[config.mk]
export PLATFORM = sky130hd
export DESIGN_NAME = matmul_apb_regif_flat
export DESIGN_NICKNAME = d
export VERILOG_FILES = /design/src/rtl/matmul_apb_regif_if.sv /design/src/rtl/matmul_apb_regif.sv /design/src/flat_wrapper.sv
export SDC_FILE = /design/constraint.sdc
export NUM_CORES = 1
export LEC_CHECK = 0
export ABC_CLOCK_PERIOD_IN_PS = 5570
export BUFFER_PORTS_ARGS = -buffer_cell sky130_fd_sc_hd__buf_4
export CORE_AREA = 8 8 270 272
export DETAILED_ROUTE_END_ITERATION = 8
export DIE_AREA = 0 0 278 280
export GPL_TIMING_DRIVEN = 0
export SLEW_MARGIN = 40
export SYNTH_ARGS = -nofsm -noshare
export SYNTH_HDL_FRONTEND = slang
export SYNTH_SLANG_ARGS = --single-unit
[constraint.sdc]
create_clock -name clk_i -period 5.57 [get_ports clk_i]
set_clock_uncertainty 0.05 [all_clocks]
set_input_delay 0.8355 -clock clk_i [delete_from_list [all_inputs] [get_ports clk_i]]
set_output_delay 0.8355 -clock clk_i [all_outputs]
set_load 0.03 [all_outputs]
[src/rtl/matmul_apb_regif_if.sv]
`default_nettype none
// ============================================================================
// Module   : matmul_apb_regif_if
// Purpose  : APB completer-side bus bundle for the matmul register interface.
//            Carries the APB request (select, enable, direction, address,
//            data, byte strobes) and the response (read data, ready, error).
// Revision : 1.0 - initial release
// ============================================================================
interface matmul_apb_regif_if #(
    parameter int ADDR_WIDTH = 16,
    parameter int BUS_WIDTH  = 32
);
    logic                   psel_i;
    logic                   penable_i;
    logic                   pwrite_i;
    logic [ADDR_WIDTH-1:0]  paddr_i;
    logic [BUS_WIDTH-1:0]   pwdata_i;
    logic [BUS_WIDTH/8-1:0] pstrb_i;
    logic [BUS_WIDTH-1:0]   prdata_o;
    logic                   pready_o;
    logic                   pslverr_o;

    modport master (
        output psel_i, penable_i, pwrite_i, paddr_i, pwdata_i, pstrb_i,
        input  prdata_o, pready_o, pslverr_o
    );

    modport slave (
        input  psel_i, penable_i, pwrite_i, paddr_i, pwdata_i, pstrb_i,
        output prdata_o, pready_o, pslverr_o
    );
endinterface
`default_nettype wire

[src/rtl/matmul_apb_regif.sv]
`default_nettype none
// ============================================================================
// Module   : matmul_apb_regif
// Purpose  : APB register front-end of the matrix-multiply engine. Decodes
//            CTRL / OPA / OPB / FLAGS / scratchpad regions, forwards operand
//            and scratchpad accesses to the memory port, launches the engine
//            and streams its result matrix into the selected scratchpad.
// Options  : define MATMUL_REGIF_IRQ_EN to add the irq_o completion interrupt.
// Revision : 1.0 - initial release
// ============================================================================
module matmul_apb_regif #(
    parameter  int DATA_WIDTH  = 8,
    parameter  int BUS_WIDTH   = 32,
    parameter  int ADDR_WIDTH  = 16,
    parameter  int SP_NTARGETS = 4,
    localparam int MAX_DIM     = ((BUS_WIDTH / DATA_WIDTH) > 4) ? 4 : (BUS_WIDTH / DATA_WIDTH),
    localparam int NE          = MAX_DIM * MAX_DIM,
    localparam int NSTRB       = BUS_WIDTH / 8
) (
    input  logic                    clk_i,
    input  logic                    rst_n_i,
    matmul_apb_regif_if.slave       apb,
    output logic                    mem_we_o,
    output logic [2:0]              mem_sel_o,
    output logic [3:0]              mem_idx_o,
    output logic [BUS_WIDTH-1:0]    mem_wdata_o,
    output logic [NSTRB-1:0]        mem_strb_o,
    output logic                    mem_re_o,
    input  logic [BUS_WIDTH-1:0]    mem_rdata_i,
    output logic                    start_o,
    output logic                    busy_o,
    output logic [15:0]             ctrl_o,
    input  logic                    eop_i,
    input  logic [BUS_WIDTH*NE-1:0] result_i,
    input  logic [NE-1:0]           ov_i
`ifdef MATMUL_REGIF_IRQ_EN
    ,
    output logic                    irq_o
`endif
);

    typedef enum logic [2:0] {
        S_IDLE      = 3'd0,
        S_ACCESS    = 3'd1,
        S_RD_WAIT   = 3'd2,
        S_BUSY      = 3'd3,
        S_WRITEBACK = 3'd4
    } state_t;

    state_t               r_state;
    state_t               w_state_nxt;
    logic [15:0]          r_ctrl;
    logic [NE-1:0]        r_flags;
    logic [3:0]           r_wb_cnt;
    logic                 r_start;
    logic                 r_busy;

    logic [2:0]           w_region;
    logic [3:0]           w_idx;
    logic [1:0]           w_sp_tgt;
    logic                 w_is_ctrl, w_is_opa, w_is_opb, w_is_flags, w_is_sp;
    logic                 w_addr_bad, w_acc_err, w_busy_rd_ok;
    logic                 w_ctrl_wr, w_start_req, w_wb_last;
    logic [BUS_WIDTH-1:0] w_reg_rdata;
    logic                 w_unused_addr;

    // Address decode: region in [8:6], word index in [5:2].
    assign w_region      = apb.paddr_i[8:6];
    assign w_idx         = apb.paddr_i[5:2];
    assign w_sp_tgt      = w_region[1:0];
    assign w_unused_addr = ^{apb.paddr_i[ADDR_WIDTH-1:9], apb.paddr_i[1:0]};

    assign w_is_ctrl  = (w_region == 3'd0);
    assign w_is_opa   = (w_region == 3'd1);
    assign w_is_opb   = (w_region == 3'd2);
    assign w_is_flags = (w_region == 3'd3);
    assign w_is_sp    = w_region[2];

    assign w_addr_bad = ((w_is_opa || w_is_opb) && (32'(w_idx) >= MAX_DIM))
                      || (w_is_sp && ((32'(w_sp_tgt) >= SP_NTARGETS) || (32'(w_idx) >= NE)));
    assign w_acc_err  = w_addr_bad || (apb.pwrite_i && (w_is_flags || w_is_sp));

    // While the engine runs only CTRL/FLAGS reads are honoured.
    assign w_busy_rd_ok = !apb.pwrite_i && (w_is_ctrl || w_is_flags);

    assign w_ctrl_wr   = (r_state == S_ACCESS) && apb.pwrite_i && w_is_ctrl && !w_acc_err;
    assign w_start_req = (r_state == S_ACCESS) && (w_state_nxt == S_BUSY);
    assign w_wb_last   = (r_state == S_WRITEBACK) && (r_wb_cnt == 4'(NE - 1));

    assign start_o = r_start;
    assign busy_o  = r_busy;
    assign ctrl_o  = r_ctrl;

    // Register read mux for the zero-wait-state regions; upper bits stay zero.
    always_comb begin
        w_reg_rdata = '0;
        if (w_is_ctrl) w_reg_rdata[15:0]   = r_ctrl;
        else           w_reg_rdata[NE-1:0] = r_flags;
    end

    // State register.
    always_ff @(posedge clk_i or negedge rst_n_i) begin
        if (!rst_n_i) r_state <= S_IDLE;
        else          r_state <= w_state_nxt;
    end

    // Next-state logic together with APB response and memory-port drive.
    always_comb begin
        w_state_nxt   = r_state;
        apb.pready_o  = 1'b0;
        apb.pslverr_o = 1'b0;
        apb.prdata_o  = '0;
        mem_we_o      = 1'b0;
        mem_re_o      = 1'b0;
        mem_sel_o     = 3'd0;
        mem_idx_o     = 4'd0;
        mem_wdata_o   = '0;
        mem_strb_o    = '0;
        case (r_state)
            S_IDLE: begin
                if (apb.psel_i && !apb.penable_i) w_state_nxt = S_ACCESS;
            end
            S_ACCESS: begin
                apb.pready_o = 1'b1;
                w_state_nxt  = S_IDLE;
                if (w_acc_err) begin
                    apb.pslverr_o = 1'b1;
                end else if (apb.pwrite_i) begin
                    if (w_is_opa || w_is_opb) begin
                        // Region number doubles as the memory select code.
                        mem_we_o    = 1'b1;
                        mem_sel_o   = w_region;
                        mem_idx_o   = w_idx;
                        mem_wdata_o = apb.pwdata_i;
                        mem_strb_o  = apb.pstrb_i;
                    end
                    if (w_is_ctrl && apb.pstrb_i[0] && apb.pwdata_i[0]) w_state_nxt = S_BUSY;
                end else if (w_is_ctrl || w_is_flags) begin
                    apb.prdata_o = w_reg_rdata;
                end else begin
                    // Memory-backed read: one wait state for the read data.
                    apb.pready_o = 1'b0;
                    mem_re_o     = 1'b1;
                    mem_sel_o    = w_region;
                    mem_idx_o    = w_idx;
                    w_state_nxt  = S_RD_WAIT;
                end
            end
            S_RD_WAIT: begin
                apb.pready_o = 1'b1;
                apb.prdata_o = mem_rdata_i;
                w_state_nxt  = S_IDLE;
            end
            S_BUSY, S_WRITEBACK: begin
                if (apb.psel_i && apb.penable_i) begin
                    apb.pready_o = 1'b1;
                    if (w_busy_rd_ok) apb.prdata_o  = w_reg_rdata;
                    else              apb.pslverr_o = 1'b1;
                end
                if (r_state == S_BUSY) begin
                    if (eop_i) w_state_nxt = S_WRITEBACK;
                end else begin
                    mem_we_o    = 1'b1;
                    mem_sel_o   = {1'b1, r_ctrl[3:2]};
                    mem_idx_o   = r_wb_cnt;
                    mem_wdata_o = result_i[int'(r_wb_cnt)*BUS_WIDTH +: BUS_WIDTH];
                    mem_strb_o  = '1;
                    // A setup phase landing on the last beat must not be lost.
                    if (w_wb_last) w_state_nxt = (apb.psel_i && !apb.penable_i) ? S_ACCESS : S_IDLE;
                end
            end
            default: w_state_nxt = S_IDLE;
        endcase
    end

    // CTRL/FLAGS storage, start/busy status and the writeback beat counter.
    always_ff @(posedge clk_i or negedge rst_n_i) begin
        if (!rst_n_i) begin
            r_ctrl   <= '0;
            r_flags  <= '0;
            r_wb_cnt <= '0;
            r_start  <= 1'b0;
            r_busy   <= 1'b0;
        end else begin
            r_start <= w_start_req;
            if (w_start_req)    r_busy <= 1'b1;
            else if (w_wb_last) r_busy <= 1'b0;
            if (w_ctrl_wr) begin
                if (apb.pstrb_i[0]) r_ctrl[7:0]  <= apb.pwdata_i[7:0];
                if (apb.pstrb_i[1]) r_ctrl[15:8] <= apb.pwdata_i[15:8];
            end
            if (w_wb_last) begin
                r_flags   <= ov_i;
                r_ctrl[0] <= 1'b0;
            end
            if (r_state == S_WRITEBACK) r_wb_cnt <= w_wb_last ? 4'd0 : r_wb_cnt + 4'd1;
        end
    end

`ifdef MATMUL_REGIF_IRQ_EN
    logic r_irq;
    logic w_flag_rd;

    assign w_flag_rd = apb.pready_o && !apb.pslverr_o && !apb.pwrite_i && w_is_flags;
    assign irq_o     = r_irq;

    // Completion interrupt: set on writeback end when enabled, set beats clear.
    always_ff @(posedge clk_i or negedge rst_n_i) begin
        if (!rst_n_i)                  r_irq <= 1'b0;
        else if (w_wb_last && r_ctrl[6]) r_irq <= 1'b1;
        else if (w_flag_rd)            r_irq <= 1'b0;
    end
`endif

endmodule
`default_nettype wire

[src/flat_wrapper.sv]
// flat-port wrapper written by rule: the top's interface ports become plain ports
module matmul_apb_regif_flat 
#(
    parameter  int DATA_WIDTH  = 8,
    parameter  int BUS_WIDTH   = 32,
    parameter  int ADDR_WIDTH  = 16,
    parameter  int SP_NTARGETS = 4,
    localparam int MAX_DIM     = ((BUS_WIDTH / DATA_WIDTH) > 4) ? 4 : (BUS_WIDTH / DATA_WIDTH),
    localparam int NE          = MAX_DIM * MAX_DIM,
    localparam int NSTRB       = BUS_WIDTH / 8
)
  (clk_i, rst_n_i, mem_we_o, mem_sel_o, mem_idx_o, mem_wdata_o, mem_strb_o, mem_re_o, mem_rdata_i, start_o, busy_o, ctrl_o, eop_i, result_i, ov_i, apb_psel_i, apb_penable_i, apb_pwrite_i, apb_paddr_i, apb_pwdata_i, apb_pstrb_i, apb_prdata_o, apb_pready_o, apb_pslverr_o);
  matmul_apb_regif_if #(.ADDR_WIDTH(ADDR_WIDTH), .BUS_WIDTH(BUS_WIDTH)) apb_i ();
  input  logic clk_i;
  input  logic rst_n_i;
  output logic mem_we_o;
  output logic [2:0] mem_sel_o;
  output logic [3:0] mem_idx_o;
  output logic [BUS_WIDTH-1:0] mem_wdata_o;
  output logic [NSTRB-1:0] mem_strb_o;
  output logic mem_re_o;
  input  logic [BUS_WIDTH-1:0] mem_rdata_i;
  output logic start_o;
  output logic busy_o;
  output logic [15:0] ctrl_o;
  input  logic eop_i;
  input  logic [BUS_WIDTH*NE-1:0] result_i;
  input  logic [NE-1:0] ov_i;
  input wire logic [$bits(apb_i.psel_i)-1:0] apb_psel_i;
  input wire logic [$bits(apb_i.penable_i)-1:0] apb_penable_i;
  input wire logic [$bits(apb_i.pwrite_i)-1:0] apb_pwrite_i;
  input wire logic [$bits(apb_i.paddr_i)-1:0] apb_paddr_i;
  input wire logic [$bits(apb_i.pwdata_i)-1:0] apb_pwdata_i;
  input wire logic [$bits(apb_i.pstrb_i)-1:0] apb_pstrb_i;
  output wire logic [$bits(apb_i.prdata_o)-1:0] apb_prdata_o;
  output wire logic [$bits(apb_i.pready_o)-1:0] apb_pready_o;
  output wire logic [$bits(apb_i.pslverr_o)-1:0] apb_pslverr_o;
  assign apb_i.psel_i = apb_psel_i;
  assign apb_i.penable_i = apb_penable_i;
  assign apb_i.pwrite_i = apb_pwrite_i;
  assign apb_i.paddr_i = apb_paddr_i;
  assign apb_i.pwdata_i = apb_pwdata_i;
  assign apb_i.pstrb_i = apb_pstrb_i;
  assign apb_prdata_o = apb_i.prdata_o;
  assign apb_pready_o = apb_i.pready_o;
  assign apb_pslverr_o = apb_i.pslverr_o;
  matmul_apb_regif #(.DATA_WIDTH(DATA_WIDTH), .BUS_WIDTH(BUS_WIDTH), .ADDR_WIDTH(ADDR_WIDTH), .SP_NTARGETS(SP_NTARGETS)) u_core (.clk_i(clk_i), .rst_n_i(rst_n_i), .apb(apb_i), .mem_we_o(mem_we_o), .mem_sel_o(mem_sel_o), .mem_idx_o(mem_idx_o), .mem_wdata_o(mem_wdata_o), .mem_strb_o(mem_strb_o), .mem_re_o(mem_re_o), .mem_rdata_i(mem_rdata_i), .start_o(start_o), .busy_o(busy_o), .ctrl_o(ctrl_o), .eop_i(eop_i), .result_i(result_i), .ov_i(ov_i));
endmodule
==> results of run 1 <==
-- final cells by class --
| type | count | area share [%] |
|---|---|---|
| clock buffer | 5 | 0.930 |
| clock inverter | 3 | 0.186 |
| sequential | 41 | 7.63 |
| timing repair buffer | 708 | 39.8 |
| tap | 891 | 8.29 |
| inverter | 4 | 0.112 |
| antenna | 13 | 0.242 |
| buffer | 74 | 2.59 |
| multi-input combinational | 493 | 40.2 |
-- critical path: cells and delay by family (launching register included) --
| kind | cells | cell delay, ns |
|---|---|---|
| simple gates | 2 | 0.57 |
| compound gates | 1 | 0.27 |
| mux | 1 | 0.62 |
| buf+inv | 4 | 1.45 |
| flops | 1 | 0.37 |
-- logic make-up (layout without fill, tap and decap cells) --
logic type / count (synthesis) / in the layout
flops: 41 / 41
mux: 176 / 176
buf+inv: 78 / 794
other cells: 0 / 13
compound gates: 81 / 81
xor+xnor: 3 / 3
fa+ha+maj: 1 / 1
simple gates: 232 / 232
-- power by group through the flow --
stage	Combinational, mW	Sequential [mW]	Clock, mW
floorplan	1.51	0.372	0
finish	2.79	0.350	0.318
detailed placement	2.87	0.356	0
global placement	2.82	0.354	0
global route	2.97	0.354	0.344
CTS	2.87	0.350	0.336
-- synth_stat cells, types with 2 or more instances --
library cell  number
mux2i_1           19
clkbuf_1          46
o21ai_0           22
nor2_1             4
nand4_1           34
nor3_1             3
nand2_1           28
buf_6              4
nor3b_1            2
nand3b_1          64
a21o_2             6
or2_2              2
a22oi_1            2
dfrtp_1           41
buf_1              8
nand3_1           65
and2_1            16
xnor2_1            2
a22o_1             5
inv_1              4
nand2b_1           3
mux2_2            31
mux4_2           126
a21oi_1            4
a21o_1            32
nor2b_1            3
buf_2             15
-- routing by layer --
layer | vias to the layer above | global-route usage, % | share of wire (%)
li1 | 3961 | - | -
met1 | 4650 | 21.1 | 41
met2 | 647 | 28.6 | 47
met3 | 60 | 5.59 | 9.6
met4 | 16 | 3.38 | 2.1
met5 | - | 0 | 0.16
-- path summary, 6_finish.rpt --
| path | endpoint | start | cells past startpoint |
|---|---|---|---|
| max in group asynchronous | u_core.r_wb_cnt[2] | rst_n_i | 1 |
| setup / recovery | mem_wdata_o[0] | u_core.r_wb_cnt[0] | 8 |
| hold / removal | u_core.r_flags[5] | u_core.r_flags[5] | 1 |
| setup reg to reg | u_core.r_flags[13] | u_core.r_state[1] | 6 |
| min in group asynchronous | u_core.r_flags[8] | rst_n_i | 1 |
| hold reg to reg | u_core.r_flags[5] | u_core.r_flags[5] | 1 |
-- flip-flops by register name (all words and copies together) (netlist names) --
| signal | cells |
|---|---|
| u_core.start_o | 1 |
| u_core.busy_o | 1 |
| u_core.ctrl_o | 16 |
| u_core.r_wb_cnt | 4 |
| u_core.r_state | 3 |
| u_core.r_flags | 16 |
-- stage by stage --
stage	total power [mW]	worst slack, ns	utilization, %	std cells	hold WS, ns
CTS	3.56	0.869	19.5	2219	0.461
floorplan	1.88	1.95	-	612	0.430
finish	3.46	1.06	19.5	2232	0.456
detailed placement	3.23	1.23	19.2	2211	0.444
global placement	3.18	0.243	19.1	2206	0.439
global route	3.67	0.792	19.5	2220	0.479
==> results.toml, run 1 <==
[route]
viasPerCell = 4.18
drt-initial-drc-count = 743
wl_um = 70100
post-route-drc-count = 0
wl_per_cell_um = 31.4
num_vias = 9334
dr.pass1.iters = 5
ant_nets = 0

[synth]
synth_top_area_share_pct = 41.9
yosysSeqAreaShare_pct = 15.1
synth_edf_count = 0
synthCells = 612
synth_cell_types = 48
yosys.area_share.xor_xnor_pct = 0.388
synthFlopType = "dfrtp_1"
synth_fa_ha_area_share_pct = 0.185
synth-seq-cells = 41
async_flop_share_pct = 100
yosys-top-cells-area = "mux4_2, dfrtp_1, nand3b_1"
avgSynthCellArea_sq_um = 11.1
syn-num-nets = 1231
synth_top_family_by_area = "multiplexers"
syn_area_sq_mm = 0.00677
muxShareOfSynthArea_pct = 49.9
ys_warn_count = 0
yosys.area_share.simple_pct = 20.9
synth_compound_area_share_pct = 8.42
synth_top_cell_by_area = "mux4_2"

[timing]
drv_slew = 0
period_minus_slack_ns = 4.51
finalHoldViolations = 0
setup_tns_ns = 0
fmax_mhz = 222
worstMarginPinSlew_ns = 0.855
rsz0062_at_grt = "false"
setup_viol = 0
max_slew_margin_pct = 43.0
min_period_over_period_pct = 80.9

[clocking]
cts_tree = "yes"
htree_levels = 2
insertion_delay_ns = 0.29
cts.sinks = 41
clk_path_buf_depth = 2
cts_buffers = 5
root_buffer = "clkbuf_16"
cts_resized = 0
clk_pin_slew_ns = 0.07
cts-hold-fix-buffers = 0
cts_setup_buffers = 0

[run_status]
status = "finished clean"

[run]
maxCapViolCount = 0

[cells_and_area]
final_nets = 1946
drive_above_1_share_pct = 69.7
syn_to_final_growth_pct = 98.6
mostFrequentLayoutCell = "buf_4"
fillCellCount = 7754
layout_common_cells = "buf_4, mux4_2, nand3_1, nand3b_1, dfrtp_1"
fin_area_sq_mm = 0.0135
regArea_sq_mm = 0.00103
multi_input_area_sq_mm = 0.00541

[critical_path]
path_class = "flip-flop to output port"
r2r_setup_slack_ns = 2.76
crit_path_frequent_cell = "buf_2"
critPathCaptureType = "output port"
startpoint_type = "flip-flop"
crit_slowest_cell = "mux4_2"
slowest_delay_ns = 0.62
path_max_fanout = 10
cp_data_required_time_ns = 4.68
cp.arrival_ns = 3.62
crit_chain = "buf_2, buf_2, buf_2, mux4_2, nand3b_1, nand4_1, a21o_1, buf_4"

[power]
seqPwrFrac_pct = 10.1
combPwrFrac_pct = 80.7
p_leak_nw = 6.19
p_int_mw = 1.80
p_clk_share_pct = 9.2
cellPowerDensity_mw_per_mm2 = 257
netSwitchingPower_mw = 1.65
vdd_drop_max_uv = 114
p_sw_share_pct = 47.8

[grt]
grt_usage_pct = 17.0
antenna_found_initial = 30
grt_pass1_wl_um = 90200
grt_pass1_vias = 10000
grt_max_degree = 42
overflow = 0

[floorplan]
core_area_sq_mm = 0.0689
fp.dieH_um = 280
fp-row-count = 97
die_area_sq_mm = 0.0778
fp.dieW_um = 278
start_util_pct = 9.82
ioPinCount = 715

[placement]
port_buffers = 703
placed_area_sq_mm = 0.0133
place_congestion = 0.914
dpl.hpwl_um = 63100

[worst_hold_path]
hp-class = "flip-flop to flip-flop"
No activity file was read; power rests on OpenSTA's default activity.
==> inputs of run 2 (changes only) <==
ABC_CLOCK_PERIOD_IN_PS = 4460   (was 5570)
CORE_AREA = 8 8 272 274   (was 8 8 270 272)
DIE_AREA = 0 0 280 282   (was 0 0 278 280)
clock period = 4.46 ns   (was 5.57 ns; I/O delays follow)
==> run 2 against run 1 <==
- count of clock-buffer cells in the layout stayed put
- register-to-register slack lost 1.1 ns
- largest cell class unchanged
- final area up 0.48%
- clock power up 19%
- sequential share of layout area barely moved
- first-iteration DRC count decreased by 34%
- highest routed layer unchanged
- core utilization is 0.077 points lower
- sequential power grew 23%
- cell count grew 2.2%
- combinational power is 25% higher
- non-clock buffer count unchanged
- global-route usage is 0.58 points lower
==> results.toml, run 2 (synthesis gave the netlist of run 1 again) <==
[run_status]
status = "finished clean"

[cells_and_area]
fin_area_sq_mm = 0.0135
final_nets = 1946
syn_to_final_growth_pct = 99.6
fillCellCount = 7819
drive_above_1_share_pct = 69.7
final_core_utilization_pct = 19.4
mostFrequentLayoutCell = "buf_4"
layout_common_cells = "buf_4, mux4_2, nand3_1, nand3b_1, dfrtp_1"

[clocking]
clk_pin_slew_ns = 0.07
htree_levels = 2
cts_tree = "yes"
insertion_delay_ns = 0.30
cts_buffers = 5
cts_setup_buffers = 0
root_buffer = "clkbuf_16"
clk_path_buf_depth = 2
cts-hold-fix-buffers = 0
cts_resized = 1
cts.sinks = 41

[critical_path]
crit_path_frequent_cell = "clkbuf_2"
startpoint_type = "flip-flop"
cp_data_required_time_ns = 3.74
crit_chain = "clkbuf_2, clkbuf_2, clkbuf_2, mux4_2, nand3b_1, nand4_1, a21o_2, buf_4"
crit_slowest_cell = "clkbuf_2"
cp.arrival_ns = 3.47
critPathCaptureType = "output port"
slowest_delay_ns = 0.58
path_max_fanout = 10
path_class = "flip-flop to output port"

[floorplan]
fp-row-count = 97
fp.dieH_um = 282
start_util_pct = 9.74
core_area_sq_mm = 0.0695
fp.dieW_um = 280
die_area_sq_mm = 0.0790
ioPinCount = 715

[power]
netSwitchingPower_mw = 2.03
p_leak_nw = 6.20
vdd_drop_max_uv = 148
total_power_mw = 4.29
p_int_mw = 2.26
cellPowerDensity_mw_per_mm2 = 317
p_clk_share_pct = 8.8
combPwrFrac_pct = 81.1
p_sw_share_pct = 47.4
seqPwrFrac_pct = 10.0

[placement]
place_congestion = 0.912
dpl.hpwl_um = 61500
port_buffers = 703
placed_area_sq_mm = 0.0133

[grt]
grt_usage_pct = 16.4
antenna_found_initial = 31
grt_pass1_wl_um = 88000
grt_pass1_vias = 10100
overflow = 0
grt_max_degree = 42

[route]
post-route-drc-count = 0
viasPerCell = 4.07
drt-initial-drc-count = 493
dr.pass1.iters = 4
ant_nets = 0
wl_per_cell_um = 30.1
num_vias = 9271
wl_um = 68700

[timing]
fmax_mhz = 239
worstMarginPinSlew_ns = 0.894
hold_slack_ns = 0.324
setup_tns_ns = 0
max_slew_margin_pct = 40.4
setup_viol = 0
period_minus_slack_ns = 4.19
finalHoldViolations = 0
drv_slew = 0
min_period_over_period_pct = 93.9
rsz0062_at_grt = "false"

[run]
maxCapViolCount = 0

[worst_hold_path]
hp-class = "input port to async pin"
run 2: worst paths after layout:
check                                        start                  to  slack, ns  cells after the start
worst min-delay path                       rst_n_i  u_core.r_flags[10]       0.32                      1
worst max-delay path            u_core.r_wb_cnt[1]     mem_wdata_o[31]       0.27                      8
worst min register to register   u_core.r_flags[8]   u_core.r_flags[8]       0.46                      1
worst max register to register   u_core.r_state[1]   u_core.r_flags[9]       1.67                      6
min in group clk_i               u_core.r_flags[8]   u_core.r_flags[8]       0.46                      1
max in group asynchronous                  rst_n_i   u_core.r_state[0]       3.62                      1
run 2: stage by stage:
stage                     std cells  setup slack (ns)
after floorplan                 612              1.18
after global placement         2255            -0.848
after detailed placement       2260             0.312
after CTS                      2268             0.104
after global routing           2272            0.0849
final                          2280             0.271
run 2: worst max-delay path, delay by kind of cell, from the launching register on:
family	cells	cell delay, ns
and+or+nand+nor	2	0.43
AOI/OAI and AO/OA	1	0.28
buffers and inverters	4	1.57
DFF	1	0.36
muxes	1	0.49
run 2: per-layer routing:
metal / routed length (um) / GRT usage, % / share of wire (%)
met3: 6760 / 6.35 / 9.8
met4: 1220 / 3.42 / 1.8
met1: 27300 / 19.3 / 40
met2: 33200 / 28.1 / 48
met5: 182 / 0 / 0.27
run 2: layout make-up:
cell class / instances / area, sq um / area share, %
Inverter: 4 / 15.0 / 0.111
Antenna cell: 12 / 30.0 / 0.222
Buffer: 74 / 352 / 2.60
Clock buffer: 5 / 125 / 0.926
Tap cell: 940 / 1180 / 8.70
Multi-Input combinational cell: 493 / 5410 / 40.0
Sequential cell: 41 / 1030 / 7.59
Timing Repair Buffer: 708 / 5360 / 39.6
Clock inverter: 3 / 25.0 / 0.185
run 2: power by group through the flow:
stage	combinational, mW	sequential [mW]	clock [mW]
global placement	3.50	0.438	0
floorplan	1.89	0.465	0
detailed placement	3.57	0.439	0
global route	3.70	0.437	0.419
CTS	3.58	0.432	0.408
finish	3.48	0.431	0.379
==> inputs of run 3 (changes only) <==
MAX_ROUTING_LAYER = met4   (was default)
==> run 3 against run 2 <==
- worst setup slack got worse by 0.027 ns
- sequential share of layout area about the same
- register-to-register slack about the same
- clock power about the same
- worst hold slack got worse by 0.010 ns
- critical path depth unchanged
- wire length increased by 0.26%
- flip-flop and latch count unchanged
- non-clock buffer count unchanged
- critical endpoint unchanged
- highest routed layer is now met4
==> results.toml, run 3 (synthesis gave the netlist of run 1 again) <==
[run_status]
status = "finished clean"

[cells_and_area]
layout_common_cells = "buf_4, mux4_2, nand3_1, nand3b_1, dfrtp_1"
mostFrequentLayoutCell = "buf_4"
drive_above_1_share_pct = 69.7
fin_area_sq_mm = 0.0136
final_nets = 1946
fillCellCount = 7849
syn_to_final_growth_pct = 100

[timing]
period_minus_slack_ns = 4.22
max_slew_margin_pct = 36.2
hold_slack_ns = 0.314
setup_tns_ns = 0
setup_viol = 0
min_period_over_period_pct = 94.5
finalHoldViolations = 0
drv_slew = 0
fmax_mhz = 237
rsz0062_at_grt = "false"
worstMarginPinSlew_ns = 0.957

[critical_path]
cp_data_required_time_ns = 3.74
rr_worst_depth = 6
rr_startpoint = "u_core.r_state[1]"
path_max_fanout = 10
path_class = "flip-flop to output port"
startpoint_type = "flip-flop"
r2r-end = "u_core.r_flags[11]"
critPathCaptureType = "output port"
cp.arrival_ns = 3.50
r2r_setup_slack_ns = 1.66

[route]
drt-initial-drc-count = 422
dr.pass1.iters = 5
ant_nets = 0
num_vias = 9241
viasPerCell = 4.03
wl_per_cell_um = 30.0
wl_um = 68800
post-route-drc-count = 0

[floorplan]
fp.dieW_um = 280
die_area_sq_mm = 0.0790
ioPinCount = 715
start_util_pct = 9.74
fp-row-count = 97
fp.dieH_um = 282
core_area_sq_mm = 0.0695

[clocking]
clk_path_buf_depth = 2
cts_tree = "yes"
clk_pin_slew_ns = 0.07
htree_levels = 2
cts.sinks = 41
insertion_delay_ns = 0.29
cts_buffers = 5
root_buffer = "clkbuf_16"

[run]
maxCapViolCount = 0

[grt]
antenna_found_initial = 32
overflow = 0
grt_max_degree = 42
grt_pass1_wl_um = 87800
grt_pass1_vias = 10000
grt_usage_pct = 16.8

[power]
vdd_drop_max_uv = 201
p_leak_nw = 6.20
cellPowerDensity_mw_per_mm2 = 317
total_power_mw = 4.30

[placement]
place_congestion = 0.930
placed_area_sq_mm = 0.0133
port_buffers = 703
dpl.hpwl_um = 61500

[worst_hold_path]
hp-class = "input port to async pin"
[run 3: cell types whose count changed in the layout (fill, tap and decap cells not counted)]
cell     before  now
buf_6         5    6
diode_2      12   25
buf_4       707  706
[run 3: critical path: stages, from the launching register on]
cell and delay (ns):
dfrtp_1 0.36, clkbuf_2 0.40, clkbuf_2 0.43, clkbuf_2 0.57, mux4_2 0.49, nand3b_1 0.17, nand4_1 0.29, a21o_2 0.29
buf_4 0.16
[run 3: repair_timing]
| action | in CTS | in global routing |
|---|---|---|
| buffers inserted | 0 | 0 |
| resized for setup | 1 | 0 |
| hold buffers | 0 | 0 |
| endpoints found under the setup margin | 1 | 0 |
[run 3: cell type report]
type | instances | area [sq um] | share of cell area (%)
Multi-Input combinational cell | 493 | 5410 | 39.9
Timing Repair Buffer | 708 | 5360 | 39.6
Tap cell | 940 | 1180 | 8.68
Sequential cell | 41 | 1030 | 7.57
Buffer | 74 | 352 | 2.59
Clock buffer | 5 | 125 | 0.923
Antenna cell | 25 | 62.6 | 0.462
Clock inverter | 3 | 25.0 | 0.185
Inverter | 4 | 15.0 | 0.111
[run 3: per-layer routing]
layer  track usage [%]  routed length, um
met1              19.3              27900
met3              6.21               6480
met4              2.61                790
met5                 -                  0
met2              28.5              33700
[run 3: power by group]
part           total, mW  switching, mW  internal (mW)  leakage (nW)
clock network      0.380          0.170          0.211        0.0706
registers          0.430         0.0264          0.404         0.556
logic               3.49           1.84           1.64          5.57
[run 3: worst max path at each step]
stage,from,to,depth (start not counted)
floorplan,apb_paddr_i[8],apb_prdata_o[10],6
global route,u_core.r_wb_cnt[1],mem_wdata_o[31],8
finish,u_core.r_wb_cnt[1],mem_wdata_o[31],8
detailed placement,u_core.r_wb_cnt[0],mem_wdata_o[31],8
global placement,u_core.r_wb_cnt[1],mem_wdata_o[0],8
CTS,u_core.r_wb_cnt[1],mem_wdata_o[31],8
[run 3: through the flow]
stage                     std cells  worst slack, ns  util, %
after global routing           2292           0.0998     19.5
after floorplan                 612             1.18        -
after CTS                      2268            0.127     19.4
after detailed placement       2260            0.314     19.2
final                          2293            0.244     19.5
after global placement         2255           -0.838     19.0
